==> config.mk <==
export PLATFORM = sky130hd
export DESIGN_NAME = snn_frame_sequencer
export DESIGN_NICKNAME = d
export VERILOG_FILES = /design/src/rtl/snn_frame_sequencer_pkg.sv /design/src/rtl/snn_frame_sequencer_chunk_writer.sv /design/src/rtl/snn_frame_sequencer.sv
export SDC_FILE = /design/constraint.sdc
export NUM_CORES = 2
export LEC_CHECK = 0
export ABC_AREA = 1
export ABC_CLOCK_PERIOD_IN_PS = 3900
export BUFFER_PORTS_ARGS = -buffer_cell sky130_fd_sc_hd__buf_2
export CAP_MARGIN = 20
export CORE_AREA = 2 2 497 499
export DETAILED_ROUTE_END_ITERATION = 8
export DIE_AREA = 0 0 499 501
export HOLD_SLACK_MARGIN = 0.03
export SLEW_MARGIN = 20
export SYNTH_ARGS = -nofsm -noshare
export SYNTH_HDL_FRONTEND = slang
export SYNTH_HIERARCHICAL = 1
export SYNTH_SLANG_ARGS = --single-unit
==> constraint.sdc <==
create_clock -name iCLK -period 3.9 [get_ports iCLK]
set_input_delay 0.195 -clock iCLK [delete_from_list [all_inputs] [get_ports iCLK]]
set_output_delay 0.195 -clock iCLK [all_outputs]
set_load 0.02 [all_outputs]
==> src/rtl/snn_frame_sequencer_pkg.sv <==
// Shared state encoding and constants for the SNN frame sequencer and its chunk writer.
package snn_pkg;

  typedef enum logic [1:0] {
    ST_IDLE  = 2'd0,
    ST_LOAD  = 2'd1,
    ST_START = 2'd2,
    ST_RUN   = 2'd3
  } snn_state_e;

  localparam int unsigned DEF_WORD_W          = 32;
  localparam int unsigned DEF_WORDS_PER_CHUNK = 14;
  localparam int unsigned CHUNK_BITS          = DEF_WORD_W * DEF_WORDS_PER_CHUNK;

  localparam int unsigned ERR_OVERRUN = 0;
  localparam int unsigned ERR_TIMEOUT = 1;

endpackage

==> src/rtl/snn_frame_sequencer_chunk_writer.sv <==
// Image register: writes one chunk at offset chunk_idx*CHUNK_W, dropping bits past IMG_BITS,
// and clears the whole image when the first chunk of a frame arrives.
module snn_chunk_writer
  import snn_pkg::*;
#(
  parameter int unsigned CHUNK_W    = CHUNK_BITS,
  parameter int unsigned IMG_BITS   = 800,
  parameter int unsigned MAX_CHUNKS = 2,
  parameter int unsigned CNT_W      = 2
) (
  input  logic                clk_i,
  input  logic                rst_ni,
  input  logic                wr_en_i,
  input  logic                first_i,
  input  logic [CNT_W-1:0]    chunk_idx_i,
  input  logic [CHUNK_W-1:0]  data_i,
  output logic [IMG_BITS-1:0] image_o
);

  // Wide enough that any legal offset plus a full chunk fits before truncation.
  localparam int unsigned WIDE_W = (MAX_CHUNKS + 1) * CHUNK_W;
  localparam int unsigned PAD_W  = WIDE_W - CHUNK_W;

  logic [IMG_BITS-1:0] image_q, image_d;
  logic [IMG_BITS-1:0] data_img_s, mask_img_s, base_img_s;
  logic [31:0]         shift_s;

  assign shift_s    = 32'(chunk_idx_i) * CHUNK_W;
  assign data_img_s = IMG_BITS'({{PAD_W{1'b0}}, data_i} << shift_s);
  assign mask_img_s = IMG_BITS'({{PAD_W{1'b0}}, {CHUNK_W{1'b1}}} << shift_s);

  // Next image: merge the shifted chunk over either the old image or a cleared one.
  always_comb begin
    base_img_s = image_q;
    image_d    = image_q;
    if (first_i) begin
      base_img_s = {IMG_BITS{1'b0}};
    end else begin
      base_img_s = image_q;
    end
    if (wr_en_i) begin
      image_d = (base_img_s & ~mask_img_s) | (data_img_s & mask_img_s);
    end else begin
      image_d = image_q;
    end
  end

  // Image storage.
  always_ff @(posedge clk_i or negedge rst_ni) begin
    if (!rst_ni) begin
      image_q <= {IMG_BITS{1'b0}};
    end else begin
      image_q <= image_d;
    end
  end

  assign image_o = image_q;

endmodule

==> src/rtl/snn_frame_sequencer.sv <==
// Frame sequencer: gathers mailbox chunks into the image, pulses network start,
// waits for done (bounded by a timeout) and latches the result for the host.
module snn_frame_sequencer
  import snn_pkg::*;
#(
  parameter int unsigned WORD_W          = DEF_WORD_W,
  parameter int unsigned WORDS_PER_CHUNK = DEF_WORDS_PER_CHUNK,
  parameter int unsigned IMG_BITS        = 800,
  parameter int unsigned MAX_CHUNKS      = 2,
  parameter int unsigned OUT_W           = 2,
  parameter int unsigned TIMEOUT_W       = 20
) (
  input  logic                              iCLK,
  input  logic                              iRESETn,
  input  logic                              iNEXT,
  input  logic                              iFINISH,
  input  logic [WORD_W*WORDS_PER_CHUNK-1:0] iDATA,
  output logic [IMG_BITS-1:0]               oIMAGE,
  output logic                              oSTART,
  input  logic                              iSNN_DONE,
  input  logic [OUT_W-1:0]                  iSNN_OUT,
  output logic [OUT_W-1:0]                  oRESULT,
  output logic                              oRESULT_VALID,
  output logic                              oCHUNK_ACK,
  output logic                              oBUSY,
  output logic [1:0]                        oERROR,
  input  logic                              iCLR_ERR
);

  localparam int unsigned CHUNK_W = WORD_W * WORDS_PER_CHUNK;
  localparam int unsigned CNT_W   = $clog2(MAX_CHUNKS + 1);
  localparam logic [CNT_W-1:0]     K_MAX   = CNT_W'(MAX_CHUNKS);
  localparam logic [TIMEOUT_W-1:0] TMO_ALL = {TIMEOUT_W{1'b1}};

  snn_state_e           state_q;
  logic                 next_q, start_q, ack_q, busy_q, rvalid_q;
  logic [CNT_W-1:0]     k_q;
  logic [TIMEOUT_W-1:0] tmo_q, tmo_d;
  logic [OUT_W-1:0]     result_q;
  logic [1:0]           err_q, err_set_s;
  logic                 edge_s, loading_s, accept_s, timeout_s, first_s;

  assign edge_s    = iNEXT & ~next_q;
  assign loading_s = (state_q == ST_IDLE) || (state_q == ST_LOAD);
  assign accept_s  = edge_s & loading_s & (k_q < K_MAX);
  assign first_s   = (k_q == {CNT_W{1'b0}});
  assign tmo_d     = tmo_q + TIMEOUT_W'(1);
  assign timeout_s = (tmo_d == TMO_ALL);

  // Any edge that is not accepted is an overrun; done in the last cycle beats timeout.
  always_comb begin
    err_set_s              = 2'b00;
    err_set_s[ERR_OVERRUN] = edge_s & ~accept_s;
    err_set_s[ERR_TIMEOUT] = (state_q == ST_RUN) & ~iSNN_DONE & timeout_s;
  end

  // Sequencer FSM with its counters and registered handshake outputs.
  always_ff @(posedge iCLK or negedge iRESETn) begin
    if (!iRESETn) begin
      state_q  <= ST_IDLE;
      next_q   <= 1'b0;
      start_q  <= 1'b0;
      ack_q    <= 1'b0;
      busy_q   <= 1'b0;
      rvalid_q <= 1'b0;
      k_q      <= {CNT_W{1'b0}};
      tmo_q    <= {TIMEOUT_W{1'b0}};
      result_q <= {OUT_W{1'b0}};
      err_q    <= 2'b00;
    end else begin
      next_q  <= iNEXT;
      start_q <= 1'b0;
      ack_q   <= accept_s;
      err_q   <= err_set_s | (iCLR_ERR ? 2'b00 : err_q);
      case (state_q)
        ST_IDLE, ST_LOAD: begin
          if (accept_s && first_s) begin
            rvalid_q <= 1'b0;
          end
          if (edge_s && iFINISH) begin
            state_q <= ST_START;
            start_q <= 1'b1;
            busy_q  <= 1'b1;
            k_q     <= {CNT_W{1'b0}};
          end else if (accept_s) begin
            state_q <= ST_LOAD;
            k_q     <= k_q + CNT_W'(1);
          end
        end
        ST_START: begin
          state_q <= ST_RUN;
          tmo_q   <= {TIMEOUT_W{1'b0}};
        end
        ST_RUN: begin
          if (iSNN_DONE) begin
            result_q <= iSNN_OUT;
            rvalid_q <= 1'b1;
            state_q  <= ST_IDLE;
            busy_q   <= 1'b0;
            tmo_q    <= {TIMEOUT_W{1'b0}};
          end else if (timeout_s) begin
            state_q <= ST_IDLE;
            busy_q  <= 1'b0;
            tmo_q   <= {TIMEOUT_W{1'b0}};
          end else begin
            tmo_q <= tmo_d;
          end
        end
        default: begin
          state_q <= ST_IDLE;
          busy_q  <= 1'b0;
        end
      endcase
    end
  end

  snn_chunk_writer #(
    .CHUNK_W    (CHUNK_W),
    .IMG_BITS   (IMG_BITS),
    .MAX_CHUNKS (MAX_CHUNKS),
    .CNT_W      (CNT_W)
  ) u_writer (
    .clk_i       (iCLK),
    .rst_ni      (iRESETn),
    .wr_en_i     (accept_s),
    .first_i     (first_s),
    .chunk_idx_i (k_q),
    .data_i      (iDATA),
    .image_o     (oIMAGE)
  );

  assign oSTART        = start_q;
  assign oCHUNK_ACK    = ack_q;
  assign oBUSY         = busy_q;
  assign oRESULT       = result_q;
  assign oRESULT_VALID = rvalid_q;
  assign oERROR        = err_q;

endmodule
==> load_flow_metrics.sql <==
INSERT INTO impl_metrics (metric_group, metric, value, unit) VALUES
('route', 'drt_first_iter_violations', '9342', ''),
('route', 'via_per_inst', '5.00', ''),
('final_layout', 'multi_input_area', '24300', 'µm²'),
('floorplanning', 'dieArea', '250000', 'µm²'),
('logic_synthesis', 'synth_cell_type_count', '43', ''),
('logic_synthesis', 'postSynthNetCount', '7479', ''),
('grt', 'grt_pass1_vias', '53600', ''),
('power', 'power-per-cell-area', '1120', 'nW/µm²'),
('min_path', 'worst_min_delay_path_startpoint', 'iDATA[287]', ''),
('worst_setup_path', 'reg2reg_depth', '10', ''),
('placed_design', 'place_area', '58300', 'µm²'),
('route', 'drt-total-wl', '389', 'mm'),
('route', 'drt_pre_antenna_iters', '6', ''),
('worst_setup_path', 'worst-path-max-fanout', '70', ''),
('worst_setup_path', 'r2r_setup_slack', '130', 'ps'),
('placed_design', 'portBuffers', '1263', ''),
('cts', 'clkSlewWorstSetupHoldPaths', '70', 'ps'),
('grt', 'wire_length_of_the_first_global_routing_pass', '507', 'mm'),
('cts', 'tritoncts_clock_tree', 'done', ''),
('final_layout', 'fin_nets', '8943', ''),
('cts', 'root_buffer', 'sky130_fd_sc_hd__clkbuf_16', ''),
('sta', 'setup-tns-final', '0', 'ps'),
('min_path', 'hold_path.class', 'primary input to register', ''),
('grt', 'number_of_antenna_violations_at_the_first_check_in_global_routing', '133', ''),
('grt', 'gr-total-overflow', '0', ''),
('cts', 'insertion_delay', '780', 'ps'),
('worst_setup_path', 'r2r-start', 'k_q[0]', ''),
('final_layout', 'seq_area', '20900', 'µm²'),
('sta', 'timing.final.max_slew_violations', '0', ''),
('worst_setup_path', 'reg2reg_to', 'u_writer/image_o[631]', ''),
('logic_synthesis', 'synthesis.instances', '7014', ''),
('cts', 'cts.sink_count', '833', ''),
('min_path', 'worst_hold_stages', '5', ''),
('logic_synthesis', 'yosysWarnings', '6', ''),
('floorplanning', 'boundaryPins', '1264', ''),
('worst_setup_path', 'worstPathRequired', '4560', 'ps'),
('worst_setup_path', 'setup.worst_path.end_class', 'register', ''),
('outcome', 'status', 'finished, final reports clean', ''),
('floorplanning', 'die_w', '499', 'µm'),
('placed_design', 'globalplace.congestion', '1.05', ''),
('logic_synthesis', 'post_synth.cell_area_avg', '6.84', 'µm²'),
('logic_synthesis', 'yosys_register_bits', '833', ''),
('final_layout', 'area.growth.synth_to_final', '38.3', '%'),
('sta', 'period_share', '0.966', ''),
('worst_setup_path', 'crit_start', 'k_q[0]', ''),
('sta', 'slew_headroom', '0.0771', ''),
('grt', 'grt_start_max_net_pins', '163', ''),
('logic_synthesis', 'synth_area', '48000', 'µm²'),
('floorplanning', 'die_height', '501', 'µm'),
('cts', 'tritoncts_buffers', '107', ''),
('worst_setup_path', 'category_of_the_most_critical_setup_path', 'register to register', ''),
('power', 'vdd.ir_drop.worst', '0.000942', 'V'),
('route', 'vias', '59300', ''),
('power', 'total_power', '74.4', 'mW'),
('min_path', 'endpoint_of_the_worst_hold_path', 'u_writer/image_o[287]', ''),
('sta', 'finClkSkew', '46.9', 'ps'),
('placed_design', 'dp.final_hpwl', '315', 'mm'),
('grt', 'grtUsageTotal', '0.298', ''),
('sta', 'rsz0062_at_grt', 'no', ''),
('logic_synthesis', 'synth_seq_area_share', '0.434', ''),
('floorplanning', 'core_area', '245000', 'µm²'),
('worst_setup_path', 'critical_path.startpoint_type', 'register', ''),
('final_layout', 'final_layout_size_suffix_gt1_frac', '0.207', ''),
('sta', 'slew_at_the_pin_closest_to_its_max_slew_limit', '1370', 'ps'),
('sta', 'final_hold_violation_count', '0', ''),
('power', 'leakagePower', '34.5', 'nW'),
('cts', 'max_buffers_root_to_sink', '3', ''),
('floorplanning', 'floorplan.initialDensity', '0.196', ''),
('sta', 'fmax', '0.265', 'GHz'),
('run', 'drv_cap', '0', ''),
('final_layout', 'fillCellCount', '27200', ''),
('route', 'final_antenna_net_count', '0', ''),
('cts', 'htree_num_levels', '3', ''),
('floorplanning', 'rows', '182', ''),
('final_layout', 'final_area', '66400', 'µm²'),
('sta', 'period_needed', '3770', 'ps'),
('sta', 'setup_viol', '0', ''),
('route', 'drt_drc_violations_left', '0', ''),
('worst_setup_path', 'worst_endpoint_data_arrival_time', '4430', 'ps'),
('route', 'wl_per_cell', '32.8', 'µm');
routing by layer:
layer	GRT usage	up-vias	wire [µm]
met5	0	-	191
met4	0.0971	26	13900
met3	0.190	617	71200
met2	0.382	4325	144000
met1	0.396	28600	160000
li1	-	25700	-
cell usage in the layout (no fill, tap or decap), drive strengths merged, types with 76 or more instances in the layout:
cell         instances
nand3              548
inv                155
buf               1465
dlygate4sd3        402
nand2             3247
o211ai             118
o21ai              858
diode               76
clkbuf             144
or2                 98
nor2               352
a21oi              119
dfrtp              833
worst max-delay path by stage:
stage | endpoint | slack, ps
after floorplan | u_writer/image_o[383] | 1410
after global placement | u_writer/image_o[607] | 670
after detailed placement | u_writer/image_o[607] | 730
after CTS | u_writer/image_o[543] | 30
after global routing | u_writer/image_o[543] | 40
final | u_writer/image_o[631] | 130
flip-flops by register name, indices dropped and copies added, names as in the netlist:
name / flops
oBUSY: 1
oERROR: 2
oRESULT_VALID: 1
oSTART: 1
u_writer/image_o: 800
state_q: 2
next_q: 1
tmo_q: 20
oCHUNK_ACK: 1
oRESULT: 2
k_q: 2
metrics by stage:
stage                     worst slack (ps)   util  cells  hold slack [ps]
final                                  133  0.271  11900             65.6
after global routing                  42.2  0.271  11800             77.0
after CTS                             29.1  0.270  11800             30.1
after detailed placement               729  0.238  11200              318
after global placement                 671  0.238  11200              318
after floorplan                       1410      -   7014             -101
what timing repair did:
item | 4_1_cts | 5_1_grt
setup buffers | 0 | 1
setup endpoints to repair | 0 | 1
hold endpoints to repair | 533 | 0
resized for setup | 0 | 1
hold buffers | 402 | 0
final cells by class:
class | instances | area share
multi-input combinational | 5518 | 0.365
sequential | 833 | 0.314
timing repair buffer | 1869 | 0.190
tap | 3220 | 0.0607
clock buffer | 142 | 0.0453
clock inverter | 54 | 0.0126
inverter | 149 | 0.00929
antenna | 76 | 0.00287
logic make-up (layout without fill, tap and decap cells):
kind of cell / after synthesis / count (layout) / share of synthesized area
adders and majority gates: 9 / 9 / 0.00235
AOI/OAI and AO/OA: 1222 / 1222 / 0.141
muxes: 3 / 3 / 0.000678
buffers and inverters: 663 / 2214 / 0.0621
DFF: 833 / 833 / 0.434
and+or+nand+nor: 4279 / 4279 / 0.358
other: 0 / 76 / 0
xor gates and xnor gates: 5 / 5 / 0.000912
where the power goes:
part           internal (mW)  total, mW  switching (mW)
clock network           6.52       11.0            4.47
registers               11.9       14.3            2.38
logic                   12.3       49.1            36.8
total                   30.7       74.4            43.7
synthesized netlist by cell type (all sizes together):
library cell  count  area, µm²
nand2          3247      12200
o21ai           858       4290
dfrtp           833      20800
nand3           548       2770
nor2            352       1390
buf             284       1560
clkbuf          230        863
inv             149        559
a21oi           119        596
o211ai          118        900
or2              98        613
o22ai            48        350
and2             26        163
o21a             22        165
o31ai            22        165
a22oi            13       97.6
a32o             12        120
a22o              9       78.8
ha                9        113
nand4             4       25.0
xor2              4       35.0
mux2              2       22.5
nor3              2       10.0
a21boi            1       7.51
mux2i             1       10.0
nand3b            1       11.3
or4               1       7.51
xnor2             1       8.76
critical path, stage by stage, from the launching register on:
cell,delay [ps]
sky130_fd_sc_hd__dfrtp_4,640
sky130_fd_sc_hd__inv_8,190
sky130_fd_sc_hd__buf_12,260
sky130_fd_sc_hd__buf_4,310
sky130_fd_sc_hd__o21ai_0,1100
sky130_fd_sc_hd__nor2_1,80
sky130_fd_sc_hd__nor2_1,150
sky130_fd_sc_hd__o21ai_0,90
sky130_fd_sc_hd__dlygate4sd3_1,580
sky130_fd_sc_hd__nand2_1,60
sky130_fd_sc_hd__nand2_1,70
Power figures use the tool's default switching activity.
